File: config.mk
export PLATFORM = sky130hd
export DESIGN_NAME = i2c_master_arbiter
export DESIGN_NICKNAME = d
export VERILOG_FILES = /design/src/rtl/i2c_arb_pkg.sv /design/src/rtl/i2c_rr_pick.sv /design/src/rtl/i2c_master_arbiter.sv
export SDC_FILE = /design/constraint.sdc
export NUM_CORES = 1
export LEC_CHECK = 0
export CELL_PAD_IN_SITES_DETAIL_PLACEMENT = 1
export CELL_PAD_IN_SITES_GLOBAL_PLACEMENT = 2
export CORE_ASPECT_RATIO = 1.75
export CORE_MARGIN = 2
export CORE_UTILIZATION = 18
export DETAILED_ROUTE_END_ITERATION = 10
export PLACE_DENSITY_LB_ADDON = 0.2
export SETUP_SLACK_MARGIN = 0.15
export SLEW_MARGIN = 25
export SYNTH_ARGS = -nofsm -noshare
export SYNTH_HDL_FRONTEND = slang
export SYNTH_SLANG_ARGS = --single-unit
File: constraint.sdc
create_clock -name Clk -period 1.9 [get_ports Clk]
set_input_delay 0.38 -clock Clk [delete_from_list [all_inputs] [get_ports Clk]]
set_output_delay 0.38 -clock Clk [all_outputs]
set_load 0.02 [all_outputs]
File: src/rtl/i2c_arb_pkg.sv
// rtl/i2c_arb_pkg.sv - shared types and constants for the I2C master arbiter
package i2c_arb_pkg;

  typedef enum logic [1:0] {
    ARB_IDLE   = 2'd0,
    ARB_LAUNCH = 2'd1,
    ARB_BUSY   = 2'd2,
    ARB_DONE   = 2'd3
  } arb_state_t;

  localparam logic [3:0] MASTER_IDLE = 4'd0;
  localparam int         NBYTES_W    = 4;

endpackage

File: src/rtl/i2c_rr_pick.sv
// rtl/i2c_rr_pick.sv - combinational round-robin picker, first request at or above ptr
module i2c_rr_pick #(
  parameter int NREQ  = 4,
  parameter int PTR_W = 2
) (
  input  logic [NREQ-1:0]  req,
  input  logic [PTR_W-1:0] ptr,
  output logic [NREQ-1:0]  win_onehot,
  output logic [PTR_W-1:0] win_idx,
  output logic             any_valid
);

  logic [PTR_W-1:0] cand;

  // Scan from the farthest candidate back to ptr so the nearest set bit wins last.
  always_comb begin
    win_idx    = '0;
    win_onehot = '0;
    cand       = '0;
    any_valid  = |req;
    for (int k = NREQ - 1; k >= 0; k--) begin
      cand = PTR_W'((int'(ptr) + k) % NREQ);
      if (req[cand]) win_idx = cand;
    end
    if (any_valid) win_onehot[win_idx] = 1'b1;
  end

endmodule

File: src/rtl/i2c_master_arbiter.sv
// rtl/i2c_master_arbiter.sv - shares one I2C_MASTER among NREQ requesters; optional I2C_ARB_TIMEOUT_EN
module i2c_master_arbiter
  import i2c_arb_pkg::*;
#(
  parameter int NREQ           = 4,
  parameter int ADDRESSLENGTH  = 7,
  parameter int TIMEOUT_CYCLES = 4096
) (
  input  logic                          Clk,
  input  logic                          Rst,
  input  logic [NREQ-1:0]               Req,
  input  logic [NREQ-1:0]               Req_RorW,
  input  logic [NREQ*ADDRESSLENGTH-1:0] Req_Address,
  input  logic [NREQ*NBYTES_W-1:0]      Req_NBytes,
  input  logic [NREQ*8-1:0]             Req_Data,
  output logic [NREQ-1:0]               Gnt,
  output logic [NREQ-1:0]               Done,
  output logic [7:0]                    Rd_Data,
  output logic [NREQ-1:0]               Err,
  output logic                          M_Start,
  output logic                          M_RorW,
  output logic [ADDRESSLENGTH-1:0]      M_Slave_Address,
  output logic [NBYTES_W-1:0]           M_NBytes,
  output logic [7:0]                    M_DataToSlave,
  input  logic [3:0]                    M_State,
  input  logic [7:0]                    M_DataFromSlave
);

  localparam int PTR_W = (NREQ > 1) ? $clog2(NREQ) : 1;

  arb_state_t               state_q, state_d;
  logic [PTR_W-1:0]         ptr_q, ptr_d;
  logic [NREQ-1:0]          gnt_q, gnt_d;
  logic [NREQ-1:0]          done_q, done_d;
  logic                     start_q, start_d;
  logic                     rorw_q, rorw_d;
  logic [ADDRESSLENGTH-1:0] addr_q, addr_d;
  logic [NBYTES_W-1:0]      nb_q, nb_d;
  logic [7:0]               rd_q, rd_d;

  logic [NREQ-1:0]          pick_onehot;
  logic [PTR_W-1:0]         pick_idx;
  logic                     pick_valid;

  i2c_rr_pick #(
    .NREQ  (NREQ),
    .PTR_W (PTR_W)
  ) u_pick (
    .req        (Req),
    .ptr        (ptr_q),
    .win_onehot (pick_onehot),
    .win_idx    (pick_idx),
    .any_valid  (pick_valid)
  );

`ifdef I2C_ARB_TIMEOUT_EN
  localparam int CNT_W = $clog2(TIMEOUT_CYCLES) + 1;
  logic [CNT_W-1:0] cnt_q, cnt_d;
  logic [NREQ-1:0]  err_q, err_d;
`endif

  // State and transaction registers; reset abandons any transaction in flight.
  always_ff @(posedge Clk) begin
    if (!Rst) begin
      state_q <= ARB_IDLE;
      ptr_q   <= '0;
      gnt_q   <= '0;
      done_q  <= '0;
      start_q <= 1'b0;
      rorw_q  <= 1'b0;
      addr_q  <= '0;
      nb_q    <= '0;
      rd_q    <= '0;
`ifdef I2C_ARB_TIMEOUT_EN
      cnt_q   <= '0;
      err_q   <= '0;
`endif
    end else begin
      state_q <= state_d;
      ptr_q   <= ptr_d;
      gnt_q   <= gnt_d;
      done_q  <= done_d;
      start_q <= start_d;
      rorw_q  <= rorw_d;
      addr_q  <= addr_d;
      nb_q    <= nb_d;
      rd_q    <= rd_d;
`ifdef I2C_ARB_TIMEOUT_EN
      cnt_q   <= cnt_d;
      err_q   <= err_d;
`endif
    end
  end

  // Next-state: grant and latch in IDLE, drop Start once the master leaves idle,
  // capture read data when the master returns to idle, pulse Done for one cycle.
  always_comb begin
    state_d = state_q;
    ptr_d   = ptr_q;
    gnt_d   = gnt_q;
    done_d  = '0;
    start_d = start_q;
    rorw_d  = rorw_q;
    addr_d  = addr_q;
    nb_d    = nb_q;
    rd_d    = rd_q;
`ifdef I2C_ARB_TIMEOUT_EN
    cnt_d   = cnt_q;
    err_d   = '0;
`endif
    case (state_q)
      ARB_IDLE: begin
        if (pick_valid && (M_State == MASTER_IDLE)) begin
          for (int i = 0; i < NREQ; i++) begin
            if (pick_onehot[i]) begin
              rorw_d = Req_RorW[i];
              addr_d = Req_Address[i*ADDRESSLENGTH +: ADDRESSLENGTH];
              nb_d   = Req_NBytes[i*NBYTES_W +: NBYTES_W];
            end
          end
          gnt_d   = pick_onehot;
          start_d = 1'b1;
          ptr_d   = PTR_W'((int'(pick_idx) + 1) % NREQ);
          state_d = ARB_LAUNCH;
`ifdef I2C_ARB_TIMEOUT_EN
          cnt_d   = '0;
`endif
        end
      end
      ARB_LAUNCH: begin
        if (M_State != MASTER_IDLE) begin
          start_d = 1'b0;
          state_d = ARB_BUSY;
        end
      end
      ARB_BUSY: begin
        if (M_State == MASTER_IDLE) begin
          rd_d    = M_DataFromSlave;
          done_d  = gnt_q;
          state_d = ARB_DONE;
        end
      end
      ARB_DONE: begin
        gnt_d   = '0;
        state_d = ARB_IDLE;
      end
      default: state_d = ARB_IDLE;
    endcase
`ifdef I2C_ARB_TIMEOUT_EN
    // A stuck master ends the transaction with Err; timeout wins over a same-cycle completion.
    if ((state_q == ARB_LAUNCH) || (state_q == ARB_BUSY)) begin
      cnt_d = cnt_q + 1'b1;
      if (cnt_q == CNT_W'(TIMEOUT_CYCLES - 1)) begin
        start_d = 1'b0;
        rd_d    = rd_q;
        done_d  = gnt_q;
        err_d   = gnt_q;
        state_d = ARB_DONE;
      end
    end
`endif
  end

  // Live write-data mux from the granted requester; zero when nobody holds the grant.
  always_comb begin
    M_DataToSlave = '0;
    for (int i = 0; i < NREQ; i++) begin
      if (gnt_q[i]) M_DataToSlave = Req_Data[i*8 +: 8];
    end
  end

  assign Gnt             = gnt_q;
  assign Done            = done_q;
  assign Rd_Data         = rd_q;
  assign M_Start         = start_q;
  assign M_RorW          = rorw_q;
  assign M_Slave_Address = addr_q;
  assign M_NBytes        = nb_q;
`ifdef I2C_ARB_TIMEOUT_EN
  assign Err             = err_q;
`else
  assign Err             = '0;
`endif

endmodule

==> results.toml, run 1 <==
[synth]
synthTopCellsByCount = "dfxtp_1, nand2_1, a21oi_1, o21ai_0"
synth_edf_count = 0
netlist_instances = 252
ys_seq_area_share_pct = 32.2
synthTopCellsByArea = "dfxtp_1, mux2i_1, nand2_1, o32ai_1, a21o_1"
yosys_register_bits = 33
synth.most_common_cell = "dfxtp_1"
postSynthAreaPerCell_um2 = 8.14
ys_types = 40
synth.largest_area_cell = "dfxtp_1"
yosys_warnings = 0
synth_top_area_share_pct = 32.2
ys.flop_type = "dfxtp_1"
ys_async_sr_fraction_pct = 0
syn-cell-area_um2 = 2050

[hold_path]
worstHoldStart = "Rd_Data[0]$_SDFFE_PN0P_"
holdCritPathClass = "flip-flop to flip-flop"
hold_depth = 2
holdPathEnd = "Rd_Data[0]$_SDFFE_PN0P_"

[cts]
clk_latency_ns = 0.28
path_clk_slew_ns = 0.06
cts_max_path_buffers = 2
cts_made_buffers = 5
cts_htree_levels = 2
cts_root_buffer = "clkbuf_16"
postCtsHoldBufs = 0
clkSinkCount = 33
cts_tree = "built"

[grt]
grt.total_usage_pct = 14.3
antenna_found_initial = 0
first_global_vias = 2745
overflow = 0
grt_first_pass_wirelength_mm = 13.9
grt_max_degree = 35

[pwr]
switchingPower_mw = 0.742
pwr-share-comb_pct = 36.0
cellLeakagePower_nw = 1.57
switching_share_pct = 30.3
ir_drop_mv = 0.281
p_int_mw = 1.71
p_seq_share_pct = 31.8
clockPowerShare_pct = 32.2
p_per_area_nw_per_um2 = 580

[critical_path]
path_common_cell = "buf_4"
worst_setup_path_end_kind = "output port"
critPathArrivalTime_ns = 1.41
cp_cell_sequence = "buf_4 -> buf_4 -> clkdlybuf4s50_1"
slowest_stage = "clkdlybuf4s50_1"
critical_path.max_fanout = 3
cp-start-kind = "flip-flop"
rr_endpoint = "M_Slave_Address[4]$_SDFFE_PN0P_"
rr_worst_depth = 6
path_class = "flip-flop to output port"
crit_path_max_incr_delay_ns = 0.60
rrSetupSlack_ns = 0.24
timing.rr.start = "ptr_q[1]$_SDFFE_PN0P_"
worstPathRequired_ns = 1.52

[die]
ios = 139
start_util_pct = 18.5
die_w_um = 84.7
coreArea_um2 = 11100
num_rows = 51
chipHeight_um = 145
die_area_um2 = 12300

[sta]
drv_slew = 0
fin_ws_ns = 0.115
tns_ns = 0
clock_skew_ns = 0.00656
finalHoldViolCount = 0
hold_ws_ns = 0.463
fin_crit_ns = 1.79
rsz0062_at_grt = "true"
fmax_mhz = 560
setup_viol = 0
finalCritPeriodShare_pct = 94.0

[finish]
n_antenna_cell = 0
layout-drive-gt1-share_pct = 26.2
instances_no_fill = 545
final_net_count = 515
final_area_um2 = 4220
area_growth_pct = 106

[job]
drv_cap = 0

[route]
first_pass_iters = 2
drc = 0
wl_per_cell_um = 16.1
drt.antenna.violating_nets = 0
drt_iter0_drc = 30
vias_per_cell = 4.62
wirelength_mm = 8.78
via_count = 2519

[placed_design]
routabilityCongestion = 0.713
port_buffers = 134
place_area_um2 = 3750
place_inst = 527
pre_cts_slack_ns = -0.416
dp_hpwl_mm = 6.74

[run_status]
status = "finished clean"
[sequential cells by signal, indices dropped and copies added, names as in the netlist, 2 cells and up]
signal and cells:
Gnt 4, Rd_Data 8, Done 4, state_q 2
M_NBytes 4, ptr_q 2, M_Slave_Address 7
[what timing repair did]
action,4_1_cts,5_1_grt
pin swaps,10,11
cloned,4,0
setup buffers,5,1
gates resized for setup,97,19
endpoints found under the setup margin,32,28
[cells in the final DEF (no fill, tap or decap), types with 2 or more instances in the layout]
cell type,synthesis,layout
clkbuf_16,0,5
a21o_1,13,13
clkdlybuf4s15_1,0,2
o32ai_1,12,12
and3_1,5,4
o21ai_2,0,9
conb_1,1,4
a21oi_1,19,11
o21a_1,2,2
dfxtp_1,33,31
a21oi_2,10,18
o21ai_1,6,14
buf_12,0,6
buf_16,0,4
nor3_1,3,2
ha_1,5,4
o21ai_0,19,2
nand2b_1,2,2
nor2_2,1,3
and2_1,3,3
a22oi_2,0,8
nor2b_1,4,3
clkinv_2,0,2
a21boi_0,8,8
buf_4,5,24
mux2i_1,13,12
clkdlybuf4s50_1,0,115
dlygate4sd2_1,0,7
nand2_1,32,32
inv_1,5,5
nor2_1,11,8
buf_6,2,13
dfxtp_2,0,2
[metal layers]
metal | GRT usage [%] | wire, um | up-vias
li1 | - | - | 1228
met2 | 30.0 | 5190 | 105
met3 | 3.07 | 595 | 9
met5 | 0 | 0 | -
met4 | 3.81 | 107 | 0
met1 | 13.0 | 2890 | 1177
[worst max-delay path: cells and delay by family, from the launching register on]
| kind | cells | cell delay, ns |
|---|---|---|
| buffers and inverters | 3 | 0.80 |
| flip-flops | 1 | 0.32 |
[stage by stage]
stage / power (mW) / util [%]
after floorplan: 1.16 / -
after global placement: 1.57 / 33.8
after detailed placement: 1.58 / 33.8
after CTS: 2.48 / 37.5
after global routing: 2.58 / 38.0
final: 2.45 / 38.0
[power by group through the flow]
stage               combinational, mW  clock (mW)  sequential [mW]
finish                          0.881       0.790            0.779
global route                    0.953       0.841            0.786
CTS                             0.878       0.822            0.779
detailed placement              0.790           0            0.791
global placement                0.778           0            0.792
floorplan                       0.349           0            0.812
[final cells by class]
type                       count  area (um2)
clock inverter                 3        17.5
multi-input combinational    193        1410
inverter                       5        18.8
tap                          132         165
fill                        1288        6880
sequential                    33         663
clock buffer                   5         125
timing repair buffer         174        1820
[how the worst max path moves through the flow]
stage | to | start | slack [ns] | cells past startpoint
final | Gnt[0] | Gnt[0]$_SDFFE_PN0P_ | 0.11 | 3
after global routing | M_DataToSlave[0] | Gnt[0]$_SDFFE_PN0P_ | 0.03 | 7
after CTS | M_DataToSlave[5] | Gnt[0]$_SDFFE_PN0P_ | 0.08 | 7
after detailed placement | ptr_q[0]$_SDFFE_PN0P_ | Req[0] | -0.42 | 8
after global placement | ptr_q[0]$_SDFFE_PN0P_ | Req[0] | -0.38 | 8
after floorplan | M_DataToSlave[6] | Gnt[2]$_SDFFE_PN0P_ | 0.11 | 4
[logic make-up (layout without fill, tap and decap cells)]
kind of cell	after synthesis	after routing	synth area share, %
flops	33	33	32.2
fa+ha+maj	5	5	3.05
mux	13	13	6.34
other cells	1	4	0.183
simple gates	66	66	16.0
buf+inv	29	187	7.68
compound gates	105	105	34.5
Note: power is estimated with default switching activity, not from simulation.
==> run 2, diff against run 1 <==
--- a/config.mk
+++ b/config.mk
@@ -9,7 +9,7 @@
 export CELL_PAD_IN_SITES_GLOBAL_PLACEMENT = 2
 export CORE_ASPECT_RATIO = 1.75
 export CORE_MARGIN = 2
-export CORE_UTILIZATION = 18
+export CORE_UTILIZATION = 20
 export DETAILED_ROUTE_END_ITERATION = 10
 export PLACE_DENSITY_LB_ADDON = 0.2
 export SETUP_SLACK_MARGIN = 0.15
==> constraint.sdc (replaced) <==
create_clock -name Clk -period 2.2 [get_ports Clk]
set_input_delay 0.44 -clock Clk [delete_from_list [all_inputs] [get_ports Clk]]
set_output_delay 0.44 -clock Clk [all_outputs]
set_load 0.02 [all_outputs]
==> run 2 against run 1 <==
Count of clock-buffer cells in the layout up 2. Sequential power is 14% lower. Die area fell by 9.6%. Routed wire length shrank 11%. Global-route usage down 0.096 points. Register-to-register slack better by 0.24 ns. Clock power shrank 5.8%. Cell area fell by 9.7%. Combinational power shrank 26%.
==> results.toml, run 2 (synthesis results as in run 1) <==
[run_status]
status = "finished clean"

[cts]
cts_htree_levels = 2
clk_latency_ns = 0.28
cts_tree = "built"
cts_max_path_buffers = 2
cts_made_buffers = 5
post-cts-setup-buffer-count = 0
path_clk_slew_ns = 0.05
clkSinkCount = 33
cts_root_buffer = "clkbuf_16"

[route]
vias_per_cell = 4.64
drt-met1-wl_mm = 2.56
wirelength_mm = 7.85
met2WireLength_mm = 4.32
drc = 0
first_pass_iters = 2
wl_per_cell_um = 14.9
via_count = 2445
routed.top_layer = "met4"
drt.antenna.violating_nets = 0
met3_wirelength_um = 862
drt_iter0_drc = 19

[pwr]
p_per_area_nw_per_um2 = 542
cellLeakagePower_nw = 1.42
ir_drop_mv = 0.281
total_power_mw = 2.07

[critical_path]
path_class = "input pin to flip-flop"
critical_path_buf_inv_count = 2
rr_endpoint = "M_Slave_Address[4]$_SDFFE_PN0P_"
worst_setup_path_end_kind = "flip-flop"
path_depth = 7
cp-start-kind = "input pin"
slowest_stage = "or4_4"
critPathArrivalTime_ns = 2.12
worstPathRequired_ns = 2.37
rr_worst_depth = 6
timing.rr.start = "ptr_q[1]$_SDFFE_PN0P_"
critPathTopFamily = "simple AND/OR/NAND/NOR gates"
critical_path.max_fanout = 9
crit_path_max_incr_delay_ns = 0.58
rrSetupSlack_ns = 0.48
cp_cell_sequence = "clkdlybuf4s50_1 -> or4_4 -> and3_4 -> buf_4 -> o21ai_0 -> a21o_1 -> a21oi_1"

[die]
die_w_um = 80.6
die_area_um2 = 11100
coreArea_um2 = 9910
num_rows = 48
start_util_pct = 20.7
ios = 139
chipHeight_um = 138

[sta]
fin_ws_ns = 0.250
finalCritPeriodShare_pct = 88.6
drv_slew = 0
fin_crit_ns = 1.95
rsz0062_at_grt = "true"
clock_skew_ns = 0.00421
fmax_mhz = 513
finalHoldViolCount = 0
setup_viol = 0

[grt]
grt.total_usage_pct = 14.2
antenna_found_initial = 0
grt_max_degree = 29
overflow = 0
first_global_vias = 2561
grt_first_pass_wirelength_mm = 12.2

[placed_design]
dp_hpwl_mm = 6.36
routabilityCongestion = 0.691
port_buffers = 134
pre_cts_slack_ns = -0.173

[finish]
largest_reg_flops = 8
layout-drive-gt1-share_pct = 15.4
seqCellArea_um2 = 661
area_growth_pct = 85.7
n_antenna_cell = 0
nFillCells = 1181
fin_util_pct = 38.5
multi_input_area_um2 = 1260
final_cell_mix = "clkdlybuf4s50_1, dfxtp_1, nand2_1"
final_common_cell = "clkdlybuf4s50_1"
final_net_count = 504

[hold_path]
hold_depth = 2
holdCritPathClass = "flip-flop to flip-flop"
holdPathEnd = "Rd_Data[7]$_SDFFE_PN0P_"
worstHoldStart = "Rd_Data[7]$_SDFFE_PN0P_"

[job]
drv_cap = 0
[run 2: cell count changes in the layout (fill, tap and decap cells not counted), moves of 4 or more]
cell	change
a21oi_1	+8
a21oi_2	-8
a22oi_1	+8
a22oi_2	-8
buf_16	-4
buf_6	-13
clkdlybuf4s50_1	+11
dlygate4sd2_1	-7
o21ai_0	+14
o21ai_1	-6
o21ai_2	-8
[run 2: worst max path at each step]
| stage | slack, ns | to | startpoint |
|---|---|---|---|
| 6_report | 0.25 | M_NBytes[1]$_SDFFE_PN0P_ | Req[3] |
| 2_1_floorplan | 0.20 | M_DataToSlave[0] | Gnt[2]$_SDFFE_PN0P_ |
| 5_1_grt | 0.14 | M_DataToSlave[4] | Gnt[0]$_SDFFE_PN0P_ |
| 3_5_place_dp | -0.17 | M_DataToSlave[0] | Req_Data[8] |
| 3_3_place_gp | -0.15 | M_DataToSlave[0] | Req_Data[8] |
| 4_1_cts | 0.10 | M_DataToSlave[0] | Gnt[0]$_SDFFE_PN0P_ |
[run 2: through the flow]
step	hold WS [ns]	std cells	cell area (um2)	TNS, ns
final	0.465	527	3810	0
after CTS	0.472	527	3840	0
after detailed placement	0.462	519	3680	-1.99
after floorplan	0.468	255	2060	0
after global placement	0.450	519	3680	-1.62
after global routing	0.498	527	3810	0
[run 2: what timing repair did]
| item | CTS | global route |
|---|---|---|
| cloned | 0 | 0 |
| endpoints found under the hold margin | 0 | 0 |
| hold buffers | 0 | 0 |
| resized for setup | 21 | 22 |
| setup endpoints to repair | 8 | 18 |
[run 2: power breakdown]
| group | internal, mW | leakage [nW] | switching [mW] |
|---|---|---|---|
| Clock | 0.479 | 0.0799 | 0.265 |
| Combinational | 0.363 | 1.07 | 0.287 |
| Sequential | 0.637 | 0.267 | 0.0333 |
[run 2: routing by layer]
metal | global-route usage [%] | up-vias
li1 | - | 1207
met1 | 12.7 | 1122
met2 | 28.5 | 109
met3 | 4.69 | 7
met4 | 4.90 | 0
met5 | 0 | -
[run 2: layout make-up]
type                    instances  area share (%)
flip-flops and latches         33            17.3
inverters                       5           0.492
well taps                     125            4.10
clock buffers                   7            4.01
multi-input cells             193            33.0
repair buffers                163            40.9
clock inverters                 1           0.131
[run 2: worst min-delay path, delay by kind of cell (launching register included)]
| kind | cells | cell delay, ns |
|---|---|---|
| flip-flops | 1 | 0.31 |
| AO/OA/AOI/OAI | 1 | 0.06 |
| AND/OR/NAND/NOR | 1 | 0.05 |
